## src/rtl/uart_pkg.sv

```systemverilog
// Shared definitions for the icestick UART transmit path: arbiter states,
// frame geometry and the default bit period.
package uart_pkg;

  typedef enum logic [1:0] {
    ST_IDLE = 2'd0,
    ST_SEND = 2'd1,
    ST_HOLD = 2'd2
  } arb_state_e;

  localparam int FRAME_BITS       = 10;
  localparam int DEFAULT_BAUD_DIV = 1250;  // 12 MHz / 9600

  // Line level for bit position idx of an 8N1 frame (0 = start, 9 = stop).
  function automatic logic frame_bit(input logic [7:0] d, input logic [3:0] idx);
    if (idx == 4'd0) return 1'b0;
    if (idx >= 4'd9) return 1'b1;
    return d[3'(idx - 4'd1)];
  endfunction

endpackage

```

## src/rtl/uart_tx_serializer.sv

```systemverilog
// 8N1 serializer: a start pulse loads a byte, the frame begins the next cycle
// and done strobes during the final stop-bit cycle.
module uart_tx_serializer
  import uart_pkg::*;
#(
  parameter int BAUD_DIV = DEFAULT_BAUD_DIV
) (
  input  logic       clk,
  input  logic       resetn,
  input  logic       start,
  input  logic [7:0] data,
  output logic       tx,
  output logic       done
);

  localparam int BW = (BAUD_DIV > 1) ? $clog2(BAUD_DIV) : 1;
  localparam logic [BW-1:0] BAUD_LAST = BW'(BAUD_DIV - 1);
  localparam logic [3:0]    BIT_LAST  = 4'(FRAME_BITS - 1);

  logic          active_q, active_d;
  logic [BW-1:0] baud_q, baud_d;
  logic [3:0]    bit_q, bit_d;
  logic [7:0]    data_q, data_d;
  logic          bit_end;

  assign bit_end = (baud_q == BAUD_LAST);
  assign done    = active_q && bit_end && (bit_q == BIT_LAST);
  // Idle-high whenever no frame is active, including straight out of reset.
  assign tx      = active_q ? frame_bit(data_q, bit_q) : 1'b1;

  always_comb begin
    active_d = active_q;
    baud_d   = baud_q;
    bit_d    = bit_q;
    data_d   = data_q;
    if (start) begin
      active_d = 1'b1;
      baud_d   = '0;
      bit_d    = '0;
      data_d   = data;
    end else if (active_q) begin
      if (bit_end) begin
        baud_d = '0;
        if (bit_q == BIT_LAST) active_d = 1'b0;
        else                   bit_d    = bit_q + 4'd1;
      end else begin
        baud_d = baud_q + 1'b1;
      end
    end
  end

  always_ff @(posedge clk or negedge resetn) begin
    if (!resetn) begin
      active_q <= 1'b0;
      baud_q   <= '0;
      bit_q    <= '0;
      data_q   <= '0;
    end else begin
      active_q <= active_d;
      baud_q   <= baud_d;
      bit_q    <= bit_d;
      data_q   <= data_d;
    end
  end

endmodule

```

## src/rtl/uart_tx_arbiter.sv

```systemverilog
// Round-robin arbiter sharing one 8N1 transmitter among NREQ byte streams,
// with an owner lock that keeps the line for multi-byte messages.
module uart_tx_arbiter
  import uart_pkg::*;
#(
  parameter int NREQ     = 4,
  parameter int BAUD_DIV = DEFAULT_BAUD_DIV
) (
  input  logic                     clk,
  input  logic                     resetn,
  input  logic [NREQ-1:0]          req_valid,
  input  logic [8*NREQ-1:0]        req_data,
  input  logic [NREQ-1:0]          req_lock,
  output logic [NREQ-1:0]          req_ready,
  output logic                     tx,
  output logic                     busy,
  output logic [$clog2(NREQ)-1:0]  grant_id
);

  localparam int IDW = $clog2(NREQ);

  arb_state_e           state_q, state_d;
  logic [IDW-1:0]       ptr_q, ptr_d;
  logic [IDW-1:0]       grant_q, grant_d;
  logic [IDW-1:0]       win_idx, sel;
  logic                 win_found, accept, ser_done;
  logic [NREQ-1:0][7:0] data_pk;

  assign data_pk  = req_data;
  assign busy     = (state_q != ST_IDLE);
  assign grant_id = grant_q;

  // First valid requester scanning upward from the round-robin pointer.
  always_comb begin
    int idx;
    logic [IDW-1:0] cand;
    idx       = 0;
    cand      = '0;
    win_found = 1'b0;
    win_idx   = '0;
    for (int k = 0; k < NREQ; k++) begin
      idx = int'(ptr_q) + k;
      if (idx >= NREQ) idx = idx - NREQ;
      cand = IDW'(idx);
      if (!win_found && req_valid[cand]) begin
        win_found = 1'b1;
        win_idx   = cand;
      end
    end
  end

  always_comb begin
    state_d   = state_q;
    ptr_d     = ptr_q;
    grant_d   = grant_q;
    req_ready = '0;
    accept    = 1'b0;
    sel       = grant_q;
    case (state_q)
      ST_IDLE: begin
        accept = win_found;
        sel    = win_idx;
      end
      ST_SEND: begin
        if (ser_done) state_d = req_lock[grant_q] ? ST_HOLD : ST_IDLE;
      end
      ST_HOLD: begin
        if (req_valid[grant_q])     accept  = 1'b1;
        else if (!req_lock[grant_q]) state_d = ST_IDLE;
      end
      default: state_d = ST_IDLE;
    endcase
    // The strobe is an output of a reset block, so it is masked while reset is held.
    accept = accept && resetn;
    if (accept) begin
      req_ready[sel] = 1'b1;
      grant_d        = sel;
      ptr_d          = (sel == IDW'(NREQ - 1)) ? '0 : sel + 1'b1;
      state_d        = ST_SEND;
    end
  end

  always_ff @(posedge clk or negedge resetn) begin
    if (!resetn) begin
      state_q <= ST_IDLE;
      ptr_q   <= '0;
      grant_q <= '0;
    end else begin
      state_q <= state_d;
      ptr_q   <= ptr_d;
      grant_q <= grant_d;
    end
  end

  uart_tx_serializer #(.BAUD_DIV(BAUD_DIV)) u_ser (
    .clk    (clk),
    .resetn (resetn),
    .start  (accept),
    .data   (data_pk[sel]),
    .tx     (tx),
    .done   (ser_done)
  );

endmodule

```

## config.mk

```make
export PLATFORM = sky130hd
export DESIGN_NAME = uart_tx_arbiter
export DESIGN_NICKNAME = d
export VERILOG_FILES = /design/src/rtl/uart_pkg.sv /design/src/rtl/uart_tx_serializer.sv /design/src/rtl/uart_tx_arbiter.sv
export SDC_FILE = /design/constraint.sdc
export NUM_CORES = 1
export LEC_CHECK = 0
export CAP_MARGIN = 20
export CORE_MARGIN = 2
export CORE_UTILIZATION = 40
export CTS_CLUSTER_SIZE = 14
export DETAILED_ROUTE_END_ITERATION = 12
export HOLD_SLACK_MARGIN = 0.08
export PLACE_DENSITY = 0.74
export SETUP_SLACK_MARGIN = 0.5
export SYNTH_ARGS = -nofsm -noshare
export SYNTH_HDL_FRONTEND = slang
export SYNTH_SLANG_ARGS = --single-unit
```

## constraint.sdc

```tcl
create_clock -name clk -period 4.11 [get_ports clk]
set_input_delay 0.822 -clock clk [delete_from_list [all_inputs] [get_ports clk]]
set_output_delay 0.822 -clock clk [all_outputs]
set_load 0.02 [all_outputs]
```

-- Yosys cells after proc, flatten, opt, wreduce, memory -nomap -nowiden
Cells that the tools add are included.
- order comparisons: 13
- reduce and logical (&&, ||, !) cells: 17
- $add $sub $neg: 11
- multiplexer cells: 60
- equality and inequality tests: 10
- operators by type and width (kind ; number):
    11-bit two-way mux ; 3
    2-bit two-way mux ; 15
    1-bit two-way mux ; 25
    4-bit two-way mux ; 5
    2-bit by 3-bit less-than comparator with 1-bit output, second input constant ; 6
    8-bit binary-select mux with 2-bit select ; 1
    1-bit binary-select mux with 2-bit select ; 6
    11-bit by 1-bit adder with 11-bit output, second input constant ; 1
    11-bit == test, second input constant ; 1
    3-bit greater-or-equal comparator, second input constant ; 3
    3-bit inequality test, second input constant ; 3
    8-bit two-way mux ; 1
    2-bit by 1-bit subtractor with 2-bit output, second input constant ; 4
    1-bit logical AND ; 7
    2-bit by 2-bit adder with 3-bit output, second input constant ; 2
    2-bit one-hot mux with 3 select lines ; 1
    2-bit nonzero test ; 3
    4-bit by 1-bit adder with 4-bit output, second input constant ; 1
    2-bit == test, second input constant ; 2
    4-bit == test, second input constant ; 1
    4-bit greater-or-equal comparator, second input constant ; 1
    4-bit logical NOT ; 1
    3-bit by 4-bit less-than comparator with 1-bit output, second input constant ; 1
    2-bit inequality test, second input constant ; 2
    other kinds (13) ; 15
- word-level logic and storage cells: 118
- register bits after elaboration: 30
- input bits: 42
- output and inout bits: 8

-- Longest topological paths before layout
Gate-level depths: netlist of run 1.
- depth after elaboration: 20
- depth in mapped cells: 9
- gate-level depth less buffers: 7

-- Cells and area by module
Synthesis of run 1 repeated with hierarchy kept, for this count alone.
- cells, all modules: 203
- area, all modules: 2102.0 um^2
- by module, submodules not included (module ; cells each ; times used ; area an instance (um^2) ; sequential area each (um^2)):
    uart_tx_serializer ; 120 ; 1 ; 1278.7 ; 600.6
    uart_tx_arbiter ; 83 ; 1 ; 823.3 ; 150.1

-- Worst setup path before layout of run 1
Ideal clock, no wire load.
- path type: in2out
- start point: in req_valid[2]
- end point: out req_ready[1]
- slack: 1.082 ns
- stages on the path: 8
- required time: 3.288 ns
- arrival time: 2.206 ns
- path through: nor2_1 > o311a_1 > a311oi_1 > buf_4 > buf_6 > inv_1 > ha_1 > and2_1
- cells in the longest elaborated chain, start to end: 18
- elaborated cells between the ends (all ways): 34
- those cells by class: order compare: 2; mux: 24; reduce/logical: 8
- RTL lines (element ; RTL line ; source):
    start, declared ; uart_tx_arbiter.sv:11 ; input logic [NREQ-1:0] req_valid,
    1-bit binary-select mux with 2-bit select ; uart_tx_arbiter.sv:45 ; if (!win_found && req_valid[cand]) begin
    1-bit two-way mux (not written as such) ; uart_tx_arbiter.sv:45 ;
    1-bit two-way mux ; uart_tx_arbiter.sv:45 ;
    1-bit logical NOT ; uart_tx_arbiter.sv:45 ;
    1-bit logical AND ; uart_tx_arbiter.sv:45 ;
    1-bit two-way mux ; uart_tx_arbiter.sv:45 ;
    1-bit logical NOT ; uart_tx_arbiter.sv:45 ;
    1-bit logical AND ; uart_tx_arbiter.sv:45 ;
    [... 3 more ...] ; -- ;
    2-bit two-way mux * ; uart_tx_arbiter.sv:45 ;
    2-bit two-way mux * ; uart_tx_arbiter.sv:59 ; case (state_q)
    net sel[1] ; uart_tx_arbiter.sv:25 ; logic [IDW-1:0] win_idx, sel;
    2-bit by 3-bit less-than comparator with 1-bit output (not written as such) or 2-bit by 1-bit greater-or-equal comparator with 1-bit output (tied branches) ; uart_tx_arbiter.sv:76 ; req_ready[sel] = 1'b1;
    1-bit logical AND (not written as such) ; uart_tx_arbiter.sv:76 ;
    1-bit two-way mux (not written as such) ; uart_tx_arbiter.sv:76 ;
    1-bit demux with 2-bit select * ; uart_tx_arbiter.sv:76 ;
    4-bit two-way mux * ; uart_tx_arbiter.sv:75 ; if (accept) begin
    end, declared ; uart_tx_arbiter.sv:14 ; output logic [NREQ-1:0] req_ready,
Mark *: on every way through the listed nets, which the timed path passes. The rest lies on a longest branch. The select of a mux whose other input is x is not followed.

-- Worst setup path after layout of run 1
- start point: in req_valid[2]
- end point: out req_ready[2]
The elaborated chain is that of the path after synthesis.

==> results of run 1 <==
-- through the flow --
step,total power [W],utilization [%],instance area [um^2],instances,hold WS [ps]
detailed placement,0.0009650,54.44,2623,330,473.6
CTS,0.001250,56.68,2730,338,490.0
floorplan,0.0008034,-,2028,215,450.5
finish,0.001238,56.68,2730,338,490.2
global placement,0.0009520,54.44,2623,330,476.1
global route,0.001335,56.68,2730,338,525.4
-- worst paths after layout --
check                                         endpoint  slack [ps]  cells past startpoint
max in group asynchronous  u_ser.baud_q[5]$_DFFE_PN0P_        2810                      2
hold / removal             u_ser.data_q[4]$_DFFE_PN0P_         490                      2
min in group asynchronous  u_ser.baud_q[3]$_DFFE_PN0P_        1010                      2
hold reg to reg            u_ser.data_q[4]$_DFFE_PN0P_         490                      2
setup reg to reg                state_q[1]$_DFFE_PN0P_        1730                      7
setup / recovery                          req_ready[2]         630                      9
-- registers in the layout, summed over array words and instances (netlist names) --
register,flops
ptr_q,2
u_ser.active_q,1
u_ser.data_q,8
state_q,2
u_ser.baud_q,11
u_ser.bit_q,4
grant_id,2
-- cell families after synthesis --
logic type	synth area share [%]
AOI/OAI and AO/OA	14.13
xor gates and xnor gates	2.159
adders and majority gates	5.552
buffers and inverters	3.762
DFF	37.01
muxes	13.26
and+or+nand+nor	24.12
-- metal layers --
layer / routed length, um / global-route usage [%] / part of all wire (%)
met5: 0 / 0 / 0
met4: 51 / 5.653 / 1.1
met3: 305 / 6.024 / 6.7
met2: 2074 / 29.34 / 46
met1: 2102 / 24.12 / 46
-- cell type report --
cell class	count	area share (%)
inverters	9	1.237
well taps	67	3.071
multi-input cells	169	44.68
repair buffers	55	19.48
flip-flops and latches	30	27.50
clock buffers	8	4.033
-- placed cells by master (no fill, tap or decap), types with 2 or more instances in the layout --
cell             instances
clkdlybuf4s50_1         42
nand2_1                 34
dfrtp_1                 30
mux2i_1                 19
nor2_1                  18
a21oi_1                 10
o21ai_0                  9
ha_1                     9
o221ai_1                 8
clkbuf_8                 8
inv_1                    7
nand2b_1                 6
buf_4                    6
dlygate4sd2_1            5
and2_1                   4
xor2_1                   4
a31oi_1                  3
nor3_1                   3
mux4_2                   3
nand4_1                  3
nand3b_1                 3
nor2b_1                  2
nand4bb_1                2
nand3_1                  2
nor4_1                   2
or4_1                    2
clkdlybuf4s15_2          2
-- worst register-to-register path: cells and delay by family (launching register included) --
family,cells,cell delay (ps)
adder cells (fa/ha/maj),1,120
AND/OR/NAND/NOR,4,1540
buffers and inverters,1,70
AO/OA/AOI/OAI,1,150
flip-flops,1,430
-- report_power, final --
group / switching [W] / leakage, nW / internal, W
Combinational: 0.000221 / 0.736 / 0.000250
Sequential: 0.0000990 / 0.380 / 0.000387
Clock: 0.000111 / 0.0575 / 0.000169
-- what timing repair did --
action                                  CTS  global route
gates resized for setup                  12             1
endpoints found under the hold margin     0             0
pin swaps                                 1             0
endpoints found under the setup margin    4             4
==> flow_summary.toml, run 1 <==
[run_status]
status = "complete, no violations"

[synthesis]
netlist_area_um2 = 2028
synth_common_cells = "34 x nand2_1, 30 x dfrtp_1, 19 x mux2i_1"
yosys_most_used_dff = "dfrtp_1"
async_flop_share_pct = 100.0
ys_types = 50
yosys_warnings = 0
synth.largest_area_cell = "dfrtp_1"
synthCells = 215
ys_seq_elements = 30
synth_area_leaders = "dfrtp_1 37%, mux2i_1 9.4%, nand2_1 6.3%"
synth_top_area_share_pct = 37.01
syn-num-nets = 266
synth_edf_count = 0
syn_avg_cell_area_um2 = 9.433
ys_seq_area_share_pct = 37.01
synth.most_common_cell = "nand2_1"

[sta]
drv_slew = 0
timing_hold_violations_final = 0
setup-tns-final_ps = 0
worstMarginPinSlew_ps = 557.1
fmax_mhz = 287.1
period_needed_ps = 3483
clock_skew_ps = 7.113
relSlewSlack_pct = 62.54
setup_slack_ps = 627.1
finalCritPeriodShare_pct = 84.74
finalSetupViolCount = 0
rsz0062_at_grt = "true"

[setup_path]
cp_num_buf_inv = 4
critPathLaunch = "req_valid[2]"
crit_arrival_ps = 2660
critPathMaxStageDelay_ps = 470
crit_fanout = 5
crit_path_end_kind = "primary output"
critPathLaunchType = "input pin"
worstSetupPathType = "in2out"
worstPathRequired_ps = 3290
rr_startpoint = "u_ser.baud_q[1]$_DFFE_PN0P_"
slowest_stage = "clkdlybuf4s50_1"
path_cells = "clkdlybuf4s50_1 -> buf_4 -> nand2b_1 -> a21o_1 -> a32o_1 -> inv_1 -> ha_1 -> and2_1 -> dlygate4sd2_1"
crit_family = "buffers and inverters"

[cts]
max-clock-path-buffers = 2
root_buffer = "clkbuf_8"
cts_setup_buffers = 0
worstSkewPairLatency_ps = 290
cts_max_level = 2
holdBufCountCts = 0
cts.clk_slew.worst_paths_ps = 60
cts_tree = "yes"
cts_buffers = 5
cts_sinks = 30

[floorplanning]
start_util_pct = 42.10
num_io_pins = 50
die-area_um2 = 5656
die_w_um = 75.21
rows = 25
core_area_um2 = 4817
die_height_um = 75.21

[global_routing]
grt-ovfl-total = 0
grt_pass1_wl_um = 7969
grt_max_degree = 31
grt_pass1_vias = 1823
antenna_found_initial = 0
groute.usage.overall_pct = 18.47

[route]
via_per_inst = 5.349
drc = 0
vias = 1808
avgRoutedWirePerCell_um = 13.41
wl_um = 4534
drt_first_iter_violations = 85
drt_pass1_iterations = 4
ant_nets = 0

[hold_path]
hold_path_class = "reg2reg"
min_from = "u_ser.data_q[4]$_DFFE_PN0P_"

[finish]
n_fill_cell = 445
nets = 321
final_layout_size_suffix_gt1_share_pct = 11.07
syn_to_final_growth_pct = 34.61
n_antenna_cell = 0
multiInputGateArea_um2 = 1220
seq_area_um2 = 750.7

[power_and_ir_drop]
leakage_nw = 1.173
power.density_nw_per_um2 = 453.3
vdd_ir_drop_max_uv = 249.9

[place]
dp_slack_ps = 94.89
gp_congestion = 0.8926
port_buffers = 49
place_hpwl_um = 3392

[flow_run]
drv_cap = 0
(Power assumes the default switching activity.)
==> run 2, diff against run 1 <==
==> constraint.sdc (replaced) <==
create_clock -name clk -period 3.26 [get_ports clk]
set_input_delay 0.652 -clock clk [delete_from_list [all_inputs] [get_ports clk]]
set_output_delay 0.652 -clock clk [all_outputs]
set_load 0.02 [all_outputs]
==> flow_summary.toml, run 2 (synthesized netlist as in run 1, its figures left out) <==
[setup_path]
worstPathRequired_ps = 2610
critPathLaunchType = "input pin"
crit_fanout = 5
worstSetupPathType = "in2out"
crit_path_end_kind = "primary output"
crit_arrival_ps = 2080

[sta]
clock_skew_ps = 2.788
finalCritPeriodShare_pct = 83.83
period_needed_ps = 2733
timing_hold_violations_final = 0
drv_slew = 0
rsz0062_at_grt = "true"
setup-tns-final_ps = 0
fmax_mhz = 365.9
whs_ps = 489.0
relSlewSlack_pct = 60.74
worstMarginPinSlew_ps = 583.8
setup_slack_ps = 527.2
finalSetupViolCount = 0

[power_and_ir_drop]
leakage_nw = 1.259
power.density_nw_per_um2 = 570.3
vdd_ir_drop_max_uv = 601.8

[route]
drt_first_iter_violations = 102
vias = 1874
avgRoutedWirePerCell_um = 13.88
wl_um = 4898
drt_pass1_iterations = 4
via_per_inst = 5.309
ant_nets = 0
drc = 0

[place]
place_hpwl_um = 3411
gp_congestion = 0.9079
dp_slack_ps = -325.7
port_buffers = 49
placed_area_um2 = 2705

[finish]
fin_util_pct = 61.58
final_common_cell = "clkdlybuf4s50_1"
n_antenna_cell = 0
nets = 336
top_register = "u_ser.baud_q"
n_fill_cell = 392
final_area_um2 = 2967
biggestRegsByFlops = "u_ser.baud_q x11, u_ser.data_q x8, u_ser.bit_q x4"
final_layout_size_suffix_gt1_share_pct = 23.78
largest_register_ffs = 11
final_cell_mix = "40 x clkdlybuf4s50_1, 34 x nand2_1, 26 x dfrtp_1"
syn_to_final_growth_pct = 46.27

[cts]
cts_sinks = 30
cts_tree = "yes"
cts.clk_slew.worst_paths_ps = 60
cts_max_level = 2
max-clock-path-buffers = 2
worstSkewPairLatency_ps = 280
cts_buffers = 5
root_buffer = "clkbuf_8"

[flow_run]
drv_cap = 0

[global_routing]
grt_max_degree = 31
grt-ovfl-total = 0
grt_pass1_wl_um = 8066
antenna_found_initial = 0
groute.usage.overall_pct = 18.59
grt_pass1_vias = 1846

[floorplanning]
die-area_um2 = 5656
num_io_pins = 50
die_w_um = 75.21
start_util_pct = 42.10
core_area_um2 = 4817
rows = 25
die_height_um = 75.21

[run_status]
status = "complete, no violations"

[hold_path]
hold_path_class = "reg2reg"
run 2: worst max-delay path, cell delays in order:
cell       delay [ps]
buf_6             110
nand4bb_4         210
a2111oi_4         340
buf_4             170
a311oi_4           40
buf_4             170
ha_4              140
and2_4            130
buf_6             120
run 2: final timing paths:
kind                                              from  cells past startpoint                     endpoint  slack (ps)
setup / recovery                          req_valid[1]                      9                 req_ready[2]         530
hold / removal             u_ser.data_q[5]$_DFFE_PN0P_                      2  u_ser.data_q[5]$_DFFE_PN0P_         490
setup reg to reg           u_ser.baud_q[1]$_DFFE_PN0P_                      7       state_q[1]$_DFFE_PN0P_         870
hold reg to reg            u_ser.data_q[5]$_DFFE_PN0P_                      2  u_ser.data_q[5]$_DFFE_PN0P_         490
max in group asynchronous                       resetn                      2         ptr_q[1]$_DFFE_PN0P_        2130
min in group asynchronous                       resetn                      2  u_ser.baud_q[2]$_DFFE_PN0P_         830
run 2: metal layers:
metal,GRT usage (%),routed length [um],vias to the layer above
met1,23.58,2223,877
met4,6.433,72,0
met5,0,0,-
met2,30.99,2326,65
li1,-,-,925
met3,4.685,276,7
run 2: power by group:
part	total, W	internal, W	switching (W)
sequential	0.000615	0.000491	0.000124
clock	0.000346	0.000213	0.000133
combinational	0.000730	0.000398	0.000332
run 2: per-stage QoR:
step                power (W)  std cells
finish               0.001692        353
global route         0.001811        353
CTS                  0.001644        351
detailed placement   0.001256        341
global placement     0.001239        341
floorplan            0.001013        215
run 2: timing repair:
action                     CTS  global route
setup endpoints to repair    5             5
setup buffers                2             2
resized for setup           47            23
pin swaps                    3             6
hold buffers                 0             0
run 2: final cells by class:
class	instances	area, um^2	share of cell area (%)
repair buffers	70	638.1	21.51
inverters	9	33.78	1.139
clock buffers	8	110.1	3.712
multi-input cells	169	1345	45.34
well taps	67	83.83	2.826
flip-flops and latches	30	755.7	25.47
